==> src/rtl/btn_pkg.sv <==
// Shared types and constants for the button conditioner: channel FSM states,
// pad index assignment and default timing at the 33 MHz pixel clock.
package btn_pkg;

    typedef enum logic [2:0] {
        ST_IDLE        = 3'd0,
        ST_DEB_PRESS   = 3'd1,
        ST_HELD_DELAY  = 3'd2,
        ST_HELD_REPEAT = 3'd3,
        ST_DEB_RELEASE = 3'd4
    } btn_state_e;

    localparam int BTN_LEFT  = 0;
    localparam int BTN_RIGHT = 1;
    localparam int BTN_UP    = 2;
    localparam int BTN_DOWN  = 3;

    localparam int DEF_DEB_CYC    = 330000;    // 10 ms
    localparam int DEF_REP_DELAY  = 13200000;  // 400 ms
    localparam int DEF_REP_PERIOD = 3300000;   // 100 ms

    function automatic int max3(input int a, input int b, input int c);
        int m;
        m = (a > b) ? a : b;
        return (m > c) ? m : c;
    endfunction

endpackage

==> src/rtl/btn_channel.sv <==
// One button channel: 2-flop synchronizer, debounce/auto-repeat FSM, shared counter.
// Outputs are registered; pad edge to accepted press/release is 2 + DEB_CYC cycles.
module btn_channel
    import btn_pkg::*;
#(
    parameter int ACTIVE_LOW = 1,
    parameter int DEB_CYC    = DEF_DEB_CYC,
    parameter int REP_DELAY  = DEF_REP_DELAY,
    parameter int REP_PERIOD = DEF_REP_PERIOD,
    parameter int REP_EN     = 1
) (
    input  logic i_clk,
    input  logic i_rst,
    input  logic i_pad,
    output logic o_level,
    output logic o_press,
    output logic o_release
);

    localparam int CNT_W = $clog2(max3(DEB_CYC, REP_DELAY, REP_PERIOD) + 1);
    localparam logic [CNT_W-1:0] CNT_MAX = {CNT_W{1'b1}};
    localparam logic [CNT_W-1:0] CNT_ONE = CNT_W'(1);
    // The first pressed/released read happens in the previous state, so the
    // debounce state only needs DEB_CYC-1 more reads (count values 0..DEB_CYC-2).
    localparam logic [CNT_W-1:0] DEB_TH = CNT_W'((DEB_CYC >= 2) ? DEB_CYC - 2 : 0);
    localparam logic [CNT_W-1:0] REP_DELAY_TH  = CNT_W'((REP_DELAY >= 1) ? REP_DELAY - 1 : 0);
    localparam logic [CNT_W-1:0] REP_PERIOD_TH = CNT_W'((REP_PERIOD >= 1) ? REP_PERIOD - 1 : 0);
    localparam logic REL_LVL  = (ACTIVE_LOW != 0);
    localparam bit   FAST_DEB = (DEB_CYC <= 1);
    localparam bit   REP_ON   = (REP_EN != 0);

    logic [1:0]       sync_q, sync_d;
    btn_state_e       state_q, state_d;
    logic [CNT_W-1:0] cnt_q, cnt_d, cnt_inc;
    logic             from_rep_q, from_rep_d;
    logic             level_q, level_d;
    logic             press_q, press_d;
    logic             release_q, release_d;
    logic             pressed;

    always_comb begin
        sync_d  = {sync_q[0], i_pad};
        pressed = sync_q[1] ^ REL_LVL;
    end

    always_comb begin
        state_d    = state_q;
        from_rep_d = from_rep_q;
        level_d    = level_q;
        press_d    = 1'b0;
        release_d  = 1'b0;
        cnt_inc    = (cnt_q == CNT_MAX) ? cnt_q : cnt_q + CNT_ONE;
        cnt_d      = cnt_inc;

        case (state_q)
            ST_IDLE: begin
                if (pressed) begin
                    if (FAST_DEB) begin
                        state_d = ST_HELD_DELAY;
                        level_d = 1'b1;
                        press_d = 1'b1;
                    end else begin
                        state_d = ST_DEB_PRESS;
                    end
                end
            end
            ST_DEB_PRESS: begin
                if (!pressed) begin
                    state_d = ST_IDLE;
                end else if (cnt_q == DEB_TH) begin
                    state_d = ST_HELD_DELAY;
                    level_d = 1'b1;
                    press_d = 1'b1;
                end
            end
            ST_HELD_DELAY, ST_HELD_REPEAT: begin
                if (!pressed) begin
                    from_rep_d = (state_q == ST_HELD_REPEAT);
                    if (FAST_DEB) begin
                        state_d   = ST_IDLE;
                        level_d   = 1'b0;
                        release_d = 1'b1;
                    end else begin
                        state_d = ST_DEB_RELEASE;
                    end
                end else if (REP_ON && state_q == ST_HELD_DELAY && cnt_q == REP_DELAY_TH) begin
                    state_d = ST_HELD_REPEAT;
                    press_d = 1'b1;
                end else if (state_q == ST_HELD_REPEAT && cnt_q == REP_PERIOD_TH) begin
                    press_d = 1'b1;
                    cnt_d   = '0;
                end
            end
            ST_DEB_RELEASE: begin
                if (pressed) begin
                    state_d = from_rep_q ? ST_HELD_REPEAT : ST_HELD_DELAY;
                end else if (cnt_q == DEB_TH) begin
                    state_d   = ST_IDLE;
                    level_d   = 1'b0;
                    release_d = 1'b1;
                end
            end
            default: state_d = ST_IDLE;
        endcase

        // A bounce back into HELD_* restarts repeat timing from zero.
        if (state_d != state_q) begin
            cnt_d = '0;
        end
    end

    always_ff @(posedge i_clk or posedge i_rst) begin
        if (i_rst) begin
            sync_q     <= {2{REL_LVL}};
            state_q    <= ST_IDLE;
            cnt_q      <= '0;
            from_rep_q <= 1'b0;
            level_q    <= 1'b0;
            press_q    <= 1'b0;
            release_q  <= 1'b0;
        end else begin
            sync_q     <= sync_d;
            state_q    <= state_d;
            cnt_q      <= cnt_d;
            from_rep_q <= from_rep_d;
            level_q    <= level_d;
            press_q    <= press_d;
            release_q  <= release_d;
        end
    end

    assign o_level   = level_q;
    assign o_press   = press_q;
    assign o_release = release_q;

endmodule

==> src/rtl/button_conditioner.sv <==
// Debounce and auto-repeat for N_BTN raw pads feeding the square-drawing direction inputs.
// Channels are fully independent; simultaneous presses give simultaneous pulses.
module button_conditioner
    import btn_pkg::*;
#(
    parameter int N_BTN      = 4,
    parameter int ACTIVE_LOW = 1,
    parameter int DEB_CYC    = DEF_DEB_CYC,
    parameter int REP_DELAY  = DEF_REP_DELAY,
    parameter int REP_PERIOD = DEF_REP_PERIOD,
    parameter int REP_EN     = 1
) (
    input  logic             i_clk,
    input  logic             i_rst,
    input  logic [N_BTN-1:0] i_btn,
    output logic [N_BTN-1:0] o_level,
    output logic [N_BTN-1:0] o_press,
    output logic [N_BTN-1:0] o_release
);

    for (genvar g = 0; g < N_BTN; g++) begin : g_ch
        btn_channel #(
            .ACTIVE_LOW (ACTIVE_LOW),
            .DEB_CYC    (DEB_CYC),
            .REP_DELAY  (REP_DELAY),
            .REP_PERIOD (REP_PERIOD),
            .REP_EN     (REP_EN)
        ) u_ch (
            .i_clk     (i_clk),
            .i_rst     (i_rst),
            .i_pad     (i_btn[g]),
            .o_level   (o_level[g]),
            .o_press   (o_press[g]),
            .o_release (o_release[g])
        );
    end

endmodule

==> config.mk <==
export PLATFORM = sky130hd
export DESIGN_NAME = button_conditioner
export DESIGN_NICKNAME = d
export VERILOG_FILES = /design/src/rtl/btn_pkg.sv /design/src/rtl/btn_channel.sv /design/src/rtl/button_conditioner.sv
export SDC_FILE = /design/constraint.sdc
export NUM_CORES = 1
export LEC_CHECK = 0
export CAP_MARGIN = 10
export CORE_ASPECT_RATIO = 1.25
export CORE_MARGIN = 2
export CORE_UTILIZATION = 30
export DETAILED_ROUTE_END_ITERATION = 10
export HOLD_SLACK_MARGIN = 0.08
export PLACE_DENSITY_LB_ADDON = 0.2
export SLEW_MARGIN = 40
export SYNTH_ARGS = -nofsm -noshare
export SYNTH_HDL_FRONTEND = slang
export SYNTH_SLANG_ARGS = --single-unit
==> constraint.sdc <==
create_clock -name i_clk -period 5.4 [get_ports i_clk]
set_clock_uncertainty 0.15 [all_clocks]
set_input_delay 1.08 -clock i_clk [delete_from_list [all_inputs] [get_ports i_clk]]
set_output_delay 1.08 -clock i_clk [all_outputs]
set_load 0.02 [all_outputs]
## Word-level counts from Yosys, hierarchy flattened

Cells that the tools add are included.

| operators by class | value |
|---|---|
| equal/unequal tests | 52 |
| mux-type cells | 112 |
| $add $sub $neg | 4 |
| reduce and logical (&&, ||, !) cells | 28 |

Operators with widths:

| kind | number |
|---|---|
| two-way mux 24 bit | 24 |
| == test 24 bit, second input constant | 8 |
| adder 24 x 1 -> 24 bit, second input constant | 4 |
| == test 24 x 19 -> 1 bit, second input constant | 4 |
| == test 24 x 22 -> 1 bit, second input constant | 4 |
| two-way mux 3 bit | 28 |
| two-way mux 1 bit | 48 |
| one-hot mux 3 bit (4 select lines) | 4 |
| == test 3 x 2 -> 1 bit, second input constant | 8 |
| != test 2 x 1 -> 1 bit, second input constant | 12 |
| AND reduction 5 bit | 4 |
| one-hot mux 1 bit (2 select lines) | 8 |
| == test 3 x 1 -> 1 bit, second input constant | 4 |
| == test 3 bit, second input constant | 4 |
| logical NOT 3 bit | 4 |
| != test 3 bit | 4 |
| logical AND 1 bit | 8 |
| != test 2 bit, second input constant | 4 |
| AND reduction 2 bit | 4 |
| nonzero test 2 bit | 4 |
| OR reduction 2 bit | 4 |

| word-level totals | value |
|---|---|
| output and inout bits | 12 |
| logic and storage cells | 224 |
| bits in registers | 132 |

## Logic depth before layout (Yosys ltp)

Gate-level depths: netlist of run 1.

| logic depth | value |
|---|---|
| depth after elaboration | 7 |
| depth in mapped cells | 8 |

## Cells and area by module

From an unflattened synthesis of run 1, not the netlist that was laid out.

| unflattened totals | value |
|---|---|
| cell total of the unflattened synthesis | 821 |
| area, all modules | 7798.7 um^2 |

By module, submodules not included:

| module | area an instance (um^2) | sequential area each (um^2) | instances | cells an instance |
|---|---|---|---|---|
| btn_channel at g_ch[0].u_ch ... | 1959.4 | 828.3 | 2 | 207 |
| btn_channel at g_ch[2].u_ch | 2009.4 | 828.3 | 1 | 209 |
| btn_channel at g_ch[3].u_ch | 1870.5 | 828.3 | 1 | 198 |

## Least setup slack after synthesis of run 1

OpenSTA, ideal clock, no wires.

| timing | value |
|---|---|
| path type | flip-flop to flip-flop |
| start point | reg g_ch[2].u_ch.cnt_q[12] |
| end point | reg g_ch[2].u_ch.cnt_q[0] |
| path buffers | 2 |
| cell stages (with the launch flop) | 8 |
| setup time | 0.136 ns |
| required time | 5.114 ns |
| arrival | 2.108 ns |
| period minus slack after synthesis | 2.394 ns |
| slack | 3.006 ns |
| path through | dfrtp_1 buf_2 nor4b_2 nand2_1 or4_4 a2111oi_4 buf_4 nor3_1 |

| between the ends | value |
|---|---|
| word-level cells in the longest chain between the ends | 7 |
| elaborated cells between the ends (all ways) | 20 |
| those cells by class | 5 x eq/ne; 13 x mux; 2 x reduce/logical |

Ends and longest elaborated chain:

| what | line | RTL |
|---|---|---|
| start: declaration | btn_channel.sv:34 | `logic [CNT_W-1:0] cnt_q, cnt_d, cnt_inc;` |
| start signal: assignment | btn_channel.sv:124 | `cnt_q <= cnt_d;` |
| == test 24 bit, or another cell as far along | btn_channel.sv:86 | `end else if (REP_ON && state_q == ST_HELD_DELAY && cnt_q == REP_DELAY_TH) begin` |
| logical AND 1 bit, or another cell as far along | btn_channel.sv:86 |  |
| two-way mux 3 bit or two-way mux 24 bit (tied branches) | btn_channel.sv:86, btn_channel.sv:89 |  |
| two-way mux 3 bit or two-way mux 24 bit (tied branches) | btn_channel.sv:77, btn_channel.sv:86 |  |
| one-hot mux 3 bit (4 select lines) or two-way mux 24 bit (tied branches) | btn_channel.sv:55, btn_channel.sv:77 |  |
| != test 3 bit or two-way mux 24 bit (tied branches) | btn_channel.sv:107, btn_channel.sv:55 |  |
| two-way mux 24 bit * | btn_channel.sv:107 | `if (state_d != state_q) begin` |
| named net g_ch[2].u_ch.cnt_d[0] | btn_channel.sv:34 |  |

The timed path passes the listed nets; every way through them passes the cells marked *.
A chain may end at the register's enable or synchronous reset.

## Final worst setup path of run 1

| timing | value |
|---|---|
| start point | reg g_ch[2].u_ch.cnt_q[12] |
| end point | reg g_ch[2].u_ch.cnt_q[16] |

| between the ends | value |
|---|---|
| word-level cells in the longest chain between the ends | 7 |
| elaborated cells between the ends (all ways) | 21 |
| those cells by class | 1 x add/sub; 5 x eq/ne; 13 x mux; 2 x reduce/logical |

Ends and longest elaborated chain:

| what | line | RTL |
|---|---|---|
| adder 24 x 1 -> 24 bit, or another cell as far along | btn_channel.sv:52 | `cnt_inc = (cnt_q == CNT_MAX) ? cnt_q : cnt_q + CNT_ONE;` |
| two-way mux 24 bit, or another cell as far along | btn_channel.sv:52 |  |
| two-way mux 24 bit or two-way mux 3 bit (tied branches) | btn_channel.sv:89, btn_channel.sv:86 |  |
| two-way mux 24 bit or two-way mux 3 bit (tied branches) | btn_channel.sv:86, btn_channel.sv:77 |  |
| two-way mux 24 bit or one-hot mux 3 bit (4 select lines) (tied branches) | btn_channel.sv:77, btn_channel.sv:55 |  |
| two-way mux 24 bit or != test 3 bit (tied branches) | btn_channel.sv:55, btn_channel.sv:107 |  |
| two-way mux 24 bit * | btn_channel.sv:107 |  |
| named net g_ch[2].u_ch.cnt_d[16] | btn_channel.sv:34 |  |

Marked as above.

==> impl_metrics.csv, run 1 <==
group,metric,value,unit
finish,nets,873,
synthesis,yosysMostFrequentCell,"dfrtp_1",
die,io_pins,18,
min_path,hold_path_startpoint,"g_ch[0].u_ch.sync_q[0]",
die,start_util,30.62,%
synthesis,ys_ff_latch,132,
timing,whs,0.2053,ns
synthesis,synth_edf_count,0,
critical_path,worstRegToRegCells,6,
pwr,power_density,261.1,nW/um^2
pwr,p_leak,3.203,nW
place,place_inst,1180,
clock_network,postCtsHoldBufs,0,
clock_network,clock_path_buffers,2,
drt,drc,0,
place,place_ws,2.587,ns
timing,tns,0,ns
synthesis,ys_warn_count,0,
synthesis,syn_area,7991,um^2
drt,routedWlPerCell,16.90,um
die,core,26100,um^2
timing,layout_setup_ws,2.569,ns
synthesis,ys_seq_area_share,41.46,%
synthesis,async_flop_share,100.0,%
synthesis,synthFlopType,"dfrtp_1",
job,drv_cap,0,
drt,routed-via-count,6682,
synthesis,netlist_top_cells_count,"124 x dfrtp_1, 65 x nor3_1, 63 x nand2_1",
place,placedInstanceArea,8314,um^2
timing,slew_violations,0,
clock_network,clk_latency,0.43,ns
die,dieArea,27970,um^2
timing,layout_min_cycle_time,2.831,ns
place,port_buffers,17,
critical_path,rr_startpoint,"g_ch[2].u_ch.cnt_q[12]",
pwr,totalPowerFinal,2.322,mW
critical_path,critical_path_class,"flip-flop to flip-flop",
die,die_w,150.0,um
synthesis,synth_top_cell_by_area,"dfrtp_1",
global_route,gr-total-overflow,0,
clock_network,clock-sinks,132,
clock_network,cts_max_level,4,
min_path,min_path_type,"flip-flop to flip-flop",
clock_network,path_clk_slew,0.06,ns
drt,ant_nets,0,
min_path,hold_path_end,"g_ch[0].u_ch.sync_q[1]",
global_route,antenna_found_initial,0,
finish,final_area,8895,um^2
finish,fin_cells,1212,
clock_network,post-cts-setup-buffers,0,
critical_path,crit_fanout,17,
synthesis,synth_cell_types,74,
critical_path,crit_arrival,2.95,ns
timing,relSlewSlack,40.15,%
critical_path,cp-end-kind,"flip-flop",
finish,drive_above_1_share,8.028,%
global_route,grt_usage,15.45,%
critical_path,start_kind,"flip-flop",
timing,finalSetupViolCount,0,
synthesis,synth_top_area_share,38.83,%
clock_network,cts_tree,"built",
finish,fin_util,34.09,%
min_path,hold_path_depth,0,
synthesis,syn_area_per_cell,9.040,um^2
timing,hold_viol,0,
drt,routed_wl,20480,um
die,fp.dieH,186.5,um
global_route,grt_pass1_vias,6870,
synthesis,synth_fp_nets,898,
pwr,ir_drop,123.5,uV
global_route,grt_max_degree,66,
finish,fillCellCount,2789,
timing,final.period_utilization,52.42,%
clock_network,cts_resized,0,
clock_network,numCtsBuffers,17,
drt,first_iter_violations,329,
status,run_status,"finished clean",
finish,antenna_cells,0,
timing,tightestPinTransition,0.8896,ns
drt,viasPerCell,5.513,
drt,first_pass_iters,5,
place,dp.final_hpwl,13920,um
critical_path,reg2reg_slack,2.57,ns
synthesis,ys_top_cells_by_area,"dfrtp_1 39%, nor3_1 4.1%, xor2_1 3.4%",
die,rows,66,
finish,syn2layout_area_growth,11.30,%
place,place.gp.congestion,0.8129,
global_route,grt_pass1_wl,35130,um
timing,rsz0062_at_grt,"no",
critical_path,worstReg2RegEnd,"g_ch[2].u_ch.cnt_q[16]",
timing,fmax,353.3,MHz
clock_network,root_buffer,"clkbuf_16",
critical_path,cp.required,5.52,ns
synthesis,syn_inst,884,
registers in the layout (all words and copies together) (netlist names):
signal,count
g_ch.u_ch.cnt_q,96
g_ch.u_ch.o_release,4
g_ch.u_ch.state_q,12
g_ch.u_ch.o_level,4
g_ch.u_ch.from_rep_q,4
g_ch.u_ch.sync_q,8
g_ch.u_ch.o_press,4
where the power goes:
| group | switching (mW) | internal, mW |
|---|---|---|
| Clock | 0.443 | 0.726 |
| Sequential | 0.0281 | 1.01 |
| Combinational | 0.0786 | 0.0357 |
layout by cell type, fill, tap and decap left out, types with 6 or more instances in the layout:
| cell type | netlist | layout |
|---|---|---|
| nor4_1 | 40 | 40 |
| nor3_1 | 65 | 64 |
| clkbuf_16 | 0 | 17 |
| o2111ai_1 | 6 | 6 |
| dfstp_2 | 8 | 8 |
| and4_1 | 20 | 20 |
| o211ai_1 | 7 | 7 |
| nand2_1 | 63 | 63 |
| or4_1 | 10 | 10 |
| o31ai_1 | 6 | 6 |
| nor2b_1 | 8 | 8 |
| nor2_1 | 58 | 57 |
| nor4b_1 | 6 | 6 |
| inv_1 | 23 | 22 |
| and3_1 | 16 | 16 |
| xnor2_1 | 25 | 25 |
| nand3_1 | 33 | 32 |
| or3_1 | 23 | 23 |
| o21ai_0 | 38 | 37 |
| clkbuf_1 | 36 | 6 |
| a21oi_1 | 24 | 23 |
| and2_1 | 10 | 10 |
| nand4b_1 | 10 | 10 |
| a211oi_1 | 22 | 22 |
| dfrtp_1 | 124 | 124 |
| clkdlybuf4s50_1 | 0 | 17 |
| a31oi_1 | 9 | 9 |
| xor2_1 | 31 | 31 |
| nand4_1 | 36 | 36 |
| nand2b_1 | 9 | 9 |
| ha_1 | 8 | 8 |
worst max path at each step:
stage	start	endpoint	slack, ns	cells after the start
floorplan	i_rst	g_ch[0].u_ch.cnt_q[0]	0.66	1
global placement	g_ch[2].u_ch.cnt_q[10]	g_ch[2].u_ch.cnt_q[16]	2.56	5
detailed placement	g_ch[2].u_ch.cnt_q[12]	g_ch[2].u_ch.cnt_q[16]	2.59	6
CTS	g_ch[2].u_ch.cnt_q[12]	g_ch[2].u_ch.cnt_q[16]	2.58	6
global route	g_ch[2].u_ch.cnt_q[12]	g_ch[2].u_ch.cnt_q[16]	2.39	6
finish	g_ch[2].u_ch.cnt_q[12]	g_ch[2].u_ch.cnt_q[16]	2.57	6
cell type report:
class	count	area, um^2	share of cell area (%)
Tap cell	340	425.4	4.783
Inverter	23	91.34	1.027
Clock inverter	9	132.6	1.491
Clock buffer	23	447.9	5.036
Sequential cell	132	3313	37.25
Timing Repair Buffer	22	207.7	2.335
Multi-Input combinational cell	663	4277	48.08
critical path: stages, from the launching register on:
cell	delay, ns
dfrtp_1	0.47
nor4b_2	0.33
nand2_1	0.12
or4_4	0.54
a2111oi_4	0.62
buf_4	0.35
a2111oi_0	0.10
kinds of logic after synthesis:
logic type               count (synthesis)  synth area share (%)
AO/OA/AOI/OAI                          150                 12.76
flip-flops                             132                 41.46
XOR/XNOR                                56                 6.137
buffers and inverters                   89                 5.339
AND/OR/NAND/NOR                        444                 32.41
adder cells (fa/ha/maj)                  8                 1.253
multiplexers                             5                0.6419
routing by layer:
layer	up-vias	global-route usage, %	share of wire [%]
li1	3267	-	-
met1	3253	19.21	45
met2	129	26.27	50
met3	33	2.665	3.1
met4	0	6.350	2.2
met5	-	0	0
Power figures use the tool's default switching activity.
==> run 2, diff against run 1 <==
==> constraint.sdc (replaced) <==
create_clock -name i_clk -period 2.6 [get_ports i_clk]
set_clock_uncertainty 0.15 [all_clocks]
set_input_delay 0.52 -clock i_clk [delete_from_list [all_inputs] [get_ports i_clk]]
set_output_delay 0.52 -clock i_clk [all_outputs]
set_load 0.02 [all_outputs]
==> run 2 against run 1 <==
Final cell count grew 5.0%. Wire length grew 4.6%. Sequential share of layout area shrank 2.0 points. Register-to-register slack lost 2.4 ns. Combinational power grew 130%. Global-route usage grew 0.43 points. Fmax grew 15%. Clock power grew 100%. Critical path depth shrank 1. Largest cell class unchanged. Highest routed layer unchanged.
==> impl_metrics.csv, run 2 (synthesis results as in run 1) <==
group,metric,value,unit
clock_network,numCtsBuffers,17,
critical_path,reg2reg_slack,0.15,ns
pwr,comb_power_share,5.5,%
timing,final.period_utilization,94.32,%
pwr,p_int,3.545,mW
drt,routedWlPerCell,16.84,um
pwr,clockPowerShare,49.3,%
job,drv_cap,0,
clock_network,cts_max_level,4,
place,dp.final_hpwl,15010,um
status,run_status,"finished clean",
finish,drive_above_1_share,14.38,%
pwr,power_density,508.0,nW/um^2
die,dieArea,27970,um^2
die,rows,66,
min_path,min_path_type,"flip-flop to flip-flop",
place,place_inst,1240,
critical_path,crit_fanout,13,
drt,first_pass_iters,5,
critical_path,critical_path_class,"flip-flop to flip-flop",
critical_path,crit_arrival,2.61,ns
global_route,met3_usage,2.641,%
clock_network,clock_path_buffers,2,
finish,syn2layout_area_growth,17.63,%
finish,layout_commonest_cell,"dfrtp_1",
pwr,switching_share,25.77,%
place,port_buffers,17,
pwr,totalPowerFinal,4.775,mW
timing,tightestPinTransition,0.7240,ns
drt,first_iter_violations,333,
finish,layout_common_cells,"124 x dfrtp_1, 64 x nor3_1, 63 x nand2_1",
place,place.gp.congestion,0.8391,
finish,fin_cells,1272,
finish,antenna_cells,0,
clock_network,clock-sinks,132,
global_route,grt_use_met2,26.77,%
timing,relSlewSlack,51.41,%
die,core,26100,um^2
drt,ant_nets,0,
critical_path,cp.required,2.76,ns
timing,rsz0062_at_grt,"no",
drt,viasPerCell,5.456,
critical_path,cp-end-kind,"flip-flop",
timing,hold_viol,0,
pwr,p_leak,3.505,nW
timing,fmax,407.8,MHz
timing,finalSetupViolCount,0,
finish,regMostFlops,"g_ch.u_ch.cnt_q",
finish,fillCellCount,2714,
finish,largest_register_ffs,96,
timing,tns,0,ns
global_route,grt_pass1_wl,36050,um
timing,layout_min_cycle_time,2.452,ns
critical_path,start_kind,"flip-flop",
global_route,antenna_found_initial,0,
drt,routed_wl,21420,um
clock_network,cts_tree,"built",
clock_network,root_buffer,"clkbuf_16",
die,die_w,150.0,um
drt,routed-via-count,6940,
global_route,gr-total-overflow,0,
global_route,grt_usage,15.88,%
finish,reg_top3,"g_ch.u_ch.cnt_q (96), g_ch.u_ch.state_q (12), g_ch.u_ch.sync_q (8)",
clock_network,path_clk_slew,0.06,ns
pwr,ir_drop,328.9,uV
global_route,grt-busiest-layer,"met2",
die,fp.dieH,186.5,um
pwr,seq_power_share,45.2,%
global_route,grt_max_degree,42,
global_route,grt_pass1_vias,6931,
timing,slew_violations,0,
clock_network,clk_latency,0.43,ns
pwr,p_switching,1.231,mW
die,io_pins,18,
drt,drc,0,
finish,nets,933,
global_route,met1_usage,20.30,%
die,start_util,30.62,%
[run 2: power by group through the flow]
stage	Sequential, mW	Clock [mW]	Combinational (mW)
after floorplan	2.17	0	0.189
after global placement	2.19	0	0.267
after detailed placement	2.20	0	0.268
after CTS	2.16	2.43	0.269
after global routing	2.17	2.51	0.301
final	2.16	2.36	0.260
[run 2: worst max-delay path, cell delays in order (launching register included)]
cell	delay (ns)
dfrtp_1	0.42
or4_1	0.54
or4_4	0.46
nor4_4	0.26
a221o_2	0.40
nor3_1	0.10
[run 2: per-layer routing]
metal / wire [um] / up-vias
met2: 10770 / 129
met5: 0 / -
met4: 437 / 0
li1: - / 3387
met3: 542 / 36
met1: 9664 / 3388
[run 2: layout make-up]
class / count / area [um^2] / area share, %
multi-input combinational: 663 / 4270 / 45.43
sequential: 132 / 3313 / 35.25
timing repair buffer: 82 / 733.2 / 7.800
clock buffer: 19 / 442.9 / 4.712
tap: 340 / 425.4 / 4.525
clock inverter: 13 / 125.1 / 1.331
inverter: 23 / 90.09 / 0.9583
[run 2: final timing paths]
kind	start	endpoint	cells after the start
hold reg to reg	g_ch[2].u_ch.sync_q[0]	g_ch[2].u_ch.sync_q[1]	0
max in group asynchronous	i_rst	g_ch[0].u_ch.o_press	3
setup reg to reg	g_ch[0].u_ch.cnt_q[19]	g_ch[0].u_ch.cnt_q[4]	5
setup / recovery	g_ch[0].u_ch.cnt_q[19]	g_ch[0].u_ch.cnt_q[4]	5
min in group asynchronous	i_rst	g_ch[3].u_ch.state_q[2]	2
hold / removal	g_ch[2].u_ch.sync_q[0]	g_ch[2].u_ch.sync_q[1]	0
[run 2: stage by stage]
stage	util, %	hold WS [ns]	cell area [um^2]	setup slack [ns]
after floorplan	-	0.1952	7995	0.2063
after global placement	33.81	0.1978	8822	0.06670
after detailed placement	33.81	0.1984	8822	0.07299
after CTS	35.98	0.2083	9390	0.04886
after global routing	36.02	0.2128	9400	0.01121
final	36.02	0.2067	9400	0.1478
[run 2: timing repair]
item,4_1_cts,5_1_grt
buffers inserted,0,0
hold buffers,0,0
gates resized for setup,0,2
setup endpoints to repair,0,3
==> run 3, diff against run 2 <==
--- a/config.mk
+++ b/config.mk
@@ -9,6 +9,7 @@
 export CORE_ASPECT_RATIO = 1.25
 export CORE_MARGIN = 2
 export CORE_UTILIZATION = 30
+export CTS_CLUSTER_DIAMETER = 60
 export DETAILED_ROUTE_END_ITERATION = 10
 export HOLD_SLACK_MARGIN = 0.08
 export PLACE_DENSITY_LB_ADDON = 0.2
==> results of run 3 <==
Same layout as run 2: the final DEF is identical, and so are final timing and power.
==> edit 1 (settings of run 2) <==
Re-encode `btn_state_e` (5 states) as one-hot, 5 bits wide.
--- a/src/rtl/btn_pkg.sv
+++ b/src/rtl/btn_pkg.sv
@@ -4,8 +4,8 @@
 
-    typedef enum logic [2:0] {
-        ST_IDLE        = 3'd0,
-        ST_DEB_PRESS   = 3'd1,
-        ST_HELD_DELAY  = 3'd2,
-        ST_HELD_REPEAT = 3'd3,
-        ST_DEB_RELEASE = 3'd4
+    typedef enum logic [4:0] {
+        ST_IDLE        = 5'b00001,
+        ST_DEB_PRESS   = 5'b00010,
+        ST_HELD_DELAY  = 5'b00100,
+        ST_HELD_REPEAT = 5'b01000,
+        ST_DEB_RELEASE = 5'b10000
     } btn_state_e;
Formal check against the unedited RTL: no difference found for any inputs over 4 cycles, from zero or initial values and one cycle with i_rst high; so few cycles prove little.
==> edit 1 against run 2 <==
- design area grew 7.3%
- worst setup slack lost 0.074 ns
- area after synthesis grew 3.7%
- critical path depth grew 2
- sequential cell count grew 8
- cell count grew 7.1%
- wire length shrank 3.0%
- critical path type unchanged
Power is not compared: it rests on default switching activity, and its combinational part moved more than twofold at a synthesized area within 25%.
==> edit 1: results (changes against run 2) <==
<table>
<tr><th>Metric</th><th>Value</th></tr>
<tr><th colspan="2">Outcome</th></tr>
<tr><td>Result of the run</td><td>complete, no violations</td></tr>
<tr><th colspan="2">Global routing</th></tr>
<tr><td>Vias in the first global route</td><td>7060 (+1.9%)</td></tr>
<tr><td>Overall Global Routing Usage</td><td>0.1480 (-0.01084)</td></tr>
<tr><th colspan="2">Place</th></tr>
<tr><td>Pre-CTS setup slack</td><td>-0.1046 ns (-0.1776 ns)</td></tr>
<tr><td>Estimated wirelength of the detail-placed design</td><td>14.67 mm (-2.3%)</td></tr>
<tr><th colspan="2">Timing</th></tr>
<tr><td>Fin Hold WS</td><td>0.2063 ns (-0.0003970 ns)</td></tr>
<tr><td>Slew @ Worst Pin</td><td>0.5953 ns (-0.1287 ns)</td></tr>
<tr><th colspan="2">Logic synthesis</th></tr>
<tr><td>Fraction of synthesized area in multiplexers</td><td>0.006343 (-0.00007584)</td></tr>
<tr><td>Area fraction in compound gates after synthesis</td><td>0.09651 (-0.03109)</td></tr>
<tr><td>Adder-cell share of the synthesized area</td><td>0.01208 (-0.0004427)</td></tr>
<tr><td>Number of nets produced by synthesis</td><td>941 (+4.8%)</td></tr>
<tr><td>XOR/XNOR Fraction of Synth Area</td><td>0.09515 (+0.03378)</td></tr>
<tr><td>Fraction of synthesized cell area taken by the top area cell type</td><td>0.3866 (-0.001640)</td></tr>
<tr><th colspan="2">Clock network</th></tr>
<tr><td>Number of resized instances in the post-cts repair step</td><td>1 (+1)</td></tr>
<tr><th colspan="2">Routing</th></tr>
<tr><td>Routed wire per std cell</td><td>15.26 um (-9.4%)</td></tr>
<tr><td>Via density</td><td>5.140 (-5.8%)</td></tr>
<tr><td>Iteration-0 DRC count of the detailed router</td><td>306 (-8.1%)</td></tr>
<tr><th colspan="2">Final layout</th></tr>
<tr><td>Logic inverters</td><td>24 (+4.3%)</td></tr>
<tr><td>Buffers excl. clock</td><td>107 (+30%)</td></tr>
<tr><td>Largest registers</td><td>g_ch.u_ch.cnt_q (96), g_ch.u_ch.state_q (20), g_ch.u_ch.sync_q (8)</td></tr>
<tr><td>Clock-cell share</td><td>0.05918 (-0.001248)</td></tr>
<tr><td>Proportion of cell area occupied by multi-input gates</td><td>0.4444 (-0.009864)</td></tr>
<tr><td>Post-route core utilization</td><td>0.3681 (+0.007872)</td></tr>
<tr><td>Multi-input gate count</td><td>709 (+6.9%)</td></tr>
<tr><td>Filler cell count</td><td>2786 (+2.7%)</td></tr>
<tr><th colspan="2">Setup path</th></tr>
<tr><td>Logic depth of the worst register-to-register path</td><td>7 (+2)</td></tr>
<tr><td>Crit path from</td><td>g_ch[1].u_ch.cnt_q[6]</td></tr>
<tr><td>Endpoint of the worst register-to-register path</td><td>g_ch[1].u_ch.state_q[4]</td></tr>
<tr><td>Critical-path maximum fanout</td><td>3 (-10)</td></tr>
</table>
edit 1: cell types whose count changed after synthesis, moves of 10 or more:
cell | before | now
sky130_fd_sc_hd__or3_1 | 23 | 7
sky130_fd_sc_hd__nor3_1 | 65 | 39
sky130_fd_sc_hd__nor4_1 | 40 | 18
sky130_fd_sc_hd__xor2_1 | 31 | 62
sky130_fd_sc_hd__nor2_1 | 58 | 140
sky130_fd_sc_hd__and4_1 | 20 | 6
sky130_fd_sc_hd__a211oi_1 | 22 | 7
sky130_fd_sc_hd__nand4_1 | 36 | 46
sky130_fd_sc_hd__o21ai_0 | 38 | 23
sky130_fd_sc_hd__nand3_1 | 33 | 62
edit 1: per-layer routing:
metal | global-route usage | up-vias | wire, um
li1 | - | 3483 | -
met1 | 0.1896 | 3410 | 9768
met2 | 0.2549 | 88 | 10310
met3 | 0.02551 | 19 | 432
met4 | 0.04665 | 0 | 269
met5 | 0 | - | 0
==> edit 2 (flow settings as in run 2) <==
Made on the original files. The package constant `DEF_DEB_CYC` goes from 330000 to 660000.
--- a/src/rtl/btn_pkg.sv
+++ b/src/rtl/btn_pkg.sv
@@ -17,3 +17,3 @@
 
-    localparam int DEF_DEB_CYC    = 330000;    // 10 ms
+    localparam int DEF_DEB_CYC    = 660000;    // 10 ms
     localparam int DEF_REP_DELAY  = 13200000;  // 400 ms
Function: no difference found for any inputs over 10 cycles, from zero or initial values and one cycle with i_rst high; that may be too few to reach the edited logic, so the function may still have changed.
==> edit 2 against run 2 <==
- worst hold slack hardly changed
- power increased by 1.2%
- area after synthesis down 1.4%
- sequential cell count unchanged
- combinational power is 2% higher
- sequential power about the same
- count of clock-buffer cells in the layout is 1 lower
- wire length shrank 3.0%
- worst setup slack lost 0.12 ns
- clock power increased by 2%
- design area is 1.6% higher
- global-route usage shrank 0.10 points
- largest cell class unchanged
- highest routed layer unchanged
==> edit 2: results (changes against run 2) <==
<table>
<tr><th>Metric</th><th>Value</th></tr>
<tr><th colspan="2">Routing</th></tr>
<tr><td>Routed wire per std cell</td><td>15.96 um (-5.2%)</td></tr>
<tr><td>Length of routed met2 wiring</td><td>10.48 mm (-2.7%)</td></tr>
<tr><td>Wire length reported by the detailed router</td><td>20.77 mm (-3.0%)</td></tr>
<tr><td>Wire length on met1</td><td>9.400 mm (-2.7%)</td></tr>
<tr><th colspan="2">Global routing</th></tr>
<tr><td>Overall Global Routing Usage</td><td>0.1578 (-0.001020)</td></tr>
<tr><td>Met2 track utilization from global routing</td><td>0.2791 (+0.01143)</td></tr>
<tr><th colspan="2">Setup path</th></tr>
<tr><td>Crit path to</td><td>g_ch[3].u_ch.o_press</td></tr>
<tr><td>Critical-path maximum fanout</td><td>4 (-9)</td></tr>
<tr><td>Data arrival time of the worst path</td><td>2.78 ns (+0.17 ns)</td></tr>
<tr><td>Flop2flop setup slack</td><td>0.03 ns (-0.12 ns)</td></tr>
<tr><td>Crit path from</td><td>g_ch[3].u_ch.cnt_q[7]</td></tr>
<tr><th colspan="2">Logic synthesis</th></tr>
<tr><td>Top cells by instance count after synthesis</td><td>124 x sky130_fd_sc_hd__dfrtp_1, 79 x sky130_fd_sc_hd__nand2_1, 68 x sky130_fd_sc_hd__nor3_1</td></tr>
<tr><td>Area fraction in compound gates after synthesis</td><td>0.1341 (+0.006472)</td></tr>
<tr><td>XOR/XNOR Fraction of Synth Area</td><td>0.05894 (-0.002439)</td></tr>
<tr><td>Adder-cell share of the synthesized area</td><td>0.01271 (+0.0001831)</td></tr>
<tr><td>Number of nets produced by synthesis</td><td>892 (-0.67%)</td></tr>
<tr><th colspan="2">Power</th></tr>
<tr><td>Int Power</td><td>3.628 mW (+2.3%)</td></tr>
<tr><td>Power Dens Cells</td><td>506.1 mW/mm^2 (-0.37%)</td></tr>
<tr><th colspan="2">Place</th></tr>
<tr><td>Estimated wirelength of the detail-placed design</td><td>14.70 mm (-2.1%)</td></tr>
<tr><td>Placed inst area</td><td>0.008950 sq mm (+1.4%)</td></tr>
<tr><td>Pre-CTS setup slack</td><td>0.04505 ns (-0.02794 ns)</td></tr>
<tr><th colspan="2">Final layout</th></tr>
<tr><td>Post-route core utilization</td><td>0.3684 (+0.008181)</td></tr>
<tr><td>Fraction of layout cells with a size suffix above 1</td><td>0.1601 (+0.01631)</td></tr>
<tr><th colspan="2">Outcome</th></tr>
<tr><td>Result of the run</td><td>complete, no violations</td></tr>
<tr><th colspan="2">Timing</th></tr>
<tr><td>Worst max-slew margin expressed relative to the limit</td><td>0.5949 (+0.08078)</td></tr>
</table>
==> edit 2: cell types whose count changed after synthesis, moves of 7 or more <==
cell | before | now
sky130_fd_sc_hd__a21oi_1 | 24 | 41
sky130_fd_sc_hd__o31ai_1 | 6 | 14
sky130_fd_sc_hd__nand3_1 | 33 | 40
sky130_fd_sc_hd__nand2_1 | 63 | 79
sky130_fd_sc_hd__nor2_1 | 58 | 49
sky130_fd_sc_hd__or4_1 | 10 | 17
sky130_fd_sc_hd__o21ai_0 | 38 | 26
sky130_fd_sc_hd__xor2_1 | 31 | 10
sky130_fd_sc_hd__xnor2_1 | 25 | 43
==> edit 2: what timing repair did <==
action,4_1_cts,5_1_grt
gates resized for setup,0,3
hold buffers,0,0
endpoints found under the setup margin,0,13
==> edit 2: layout make-up <==
class / count / area share
multi-input combinational: 668 / 0.4432
sequential: 132 / 0.3468
timing repair buffer: 106 / 0.09430
clock buffer: 18 / 0.04492
tap: 340 / 0.04453
clock inverter: 14 / 0.01637
inverter: 24 / 0.009823
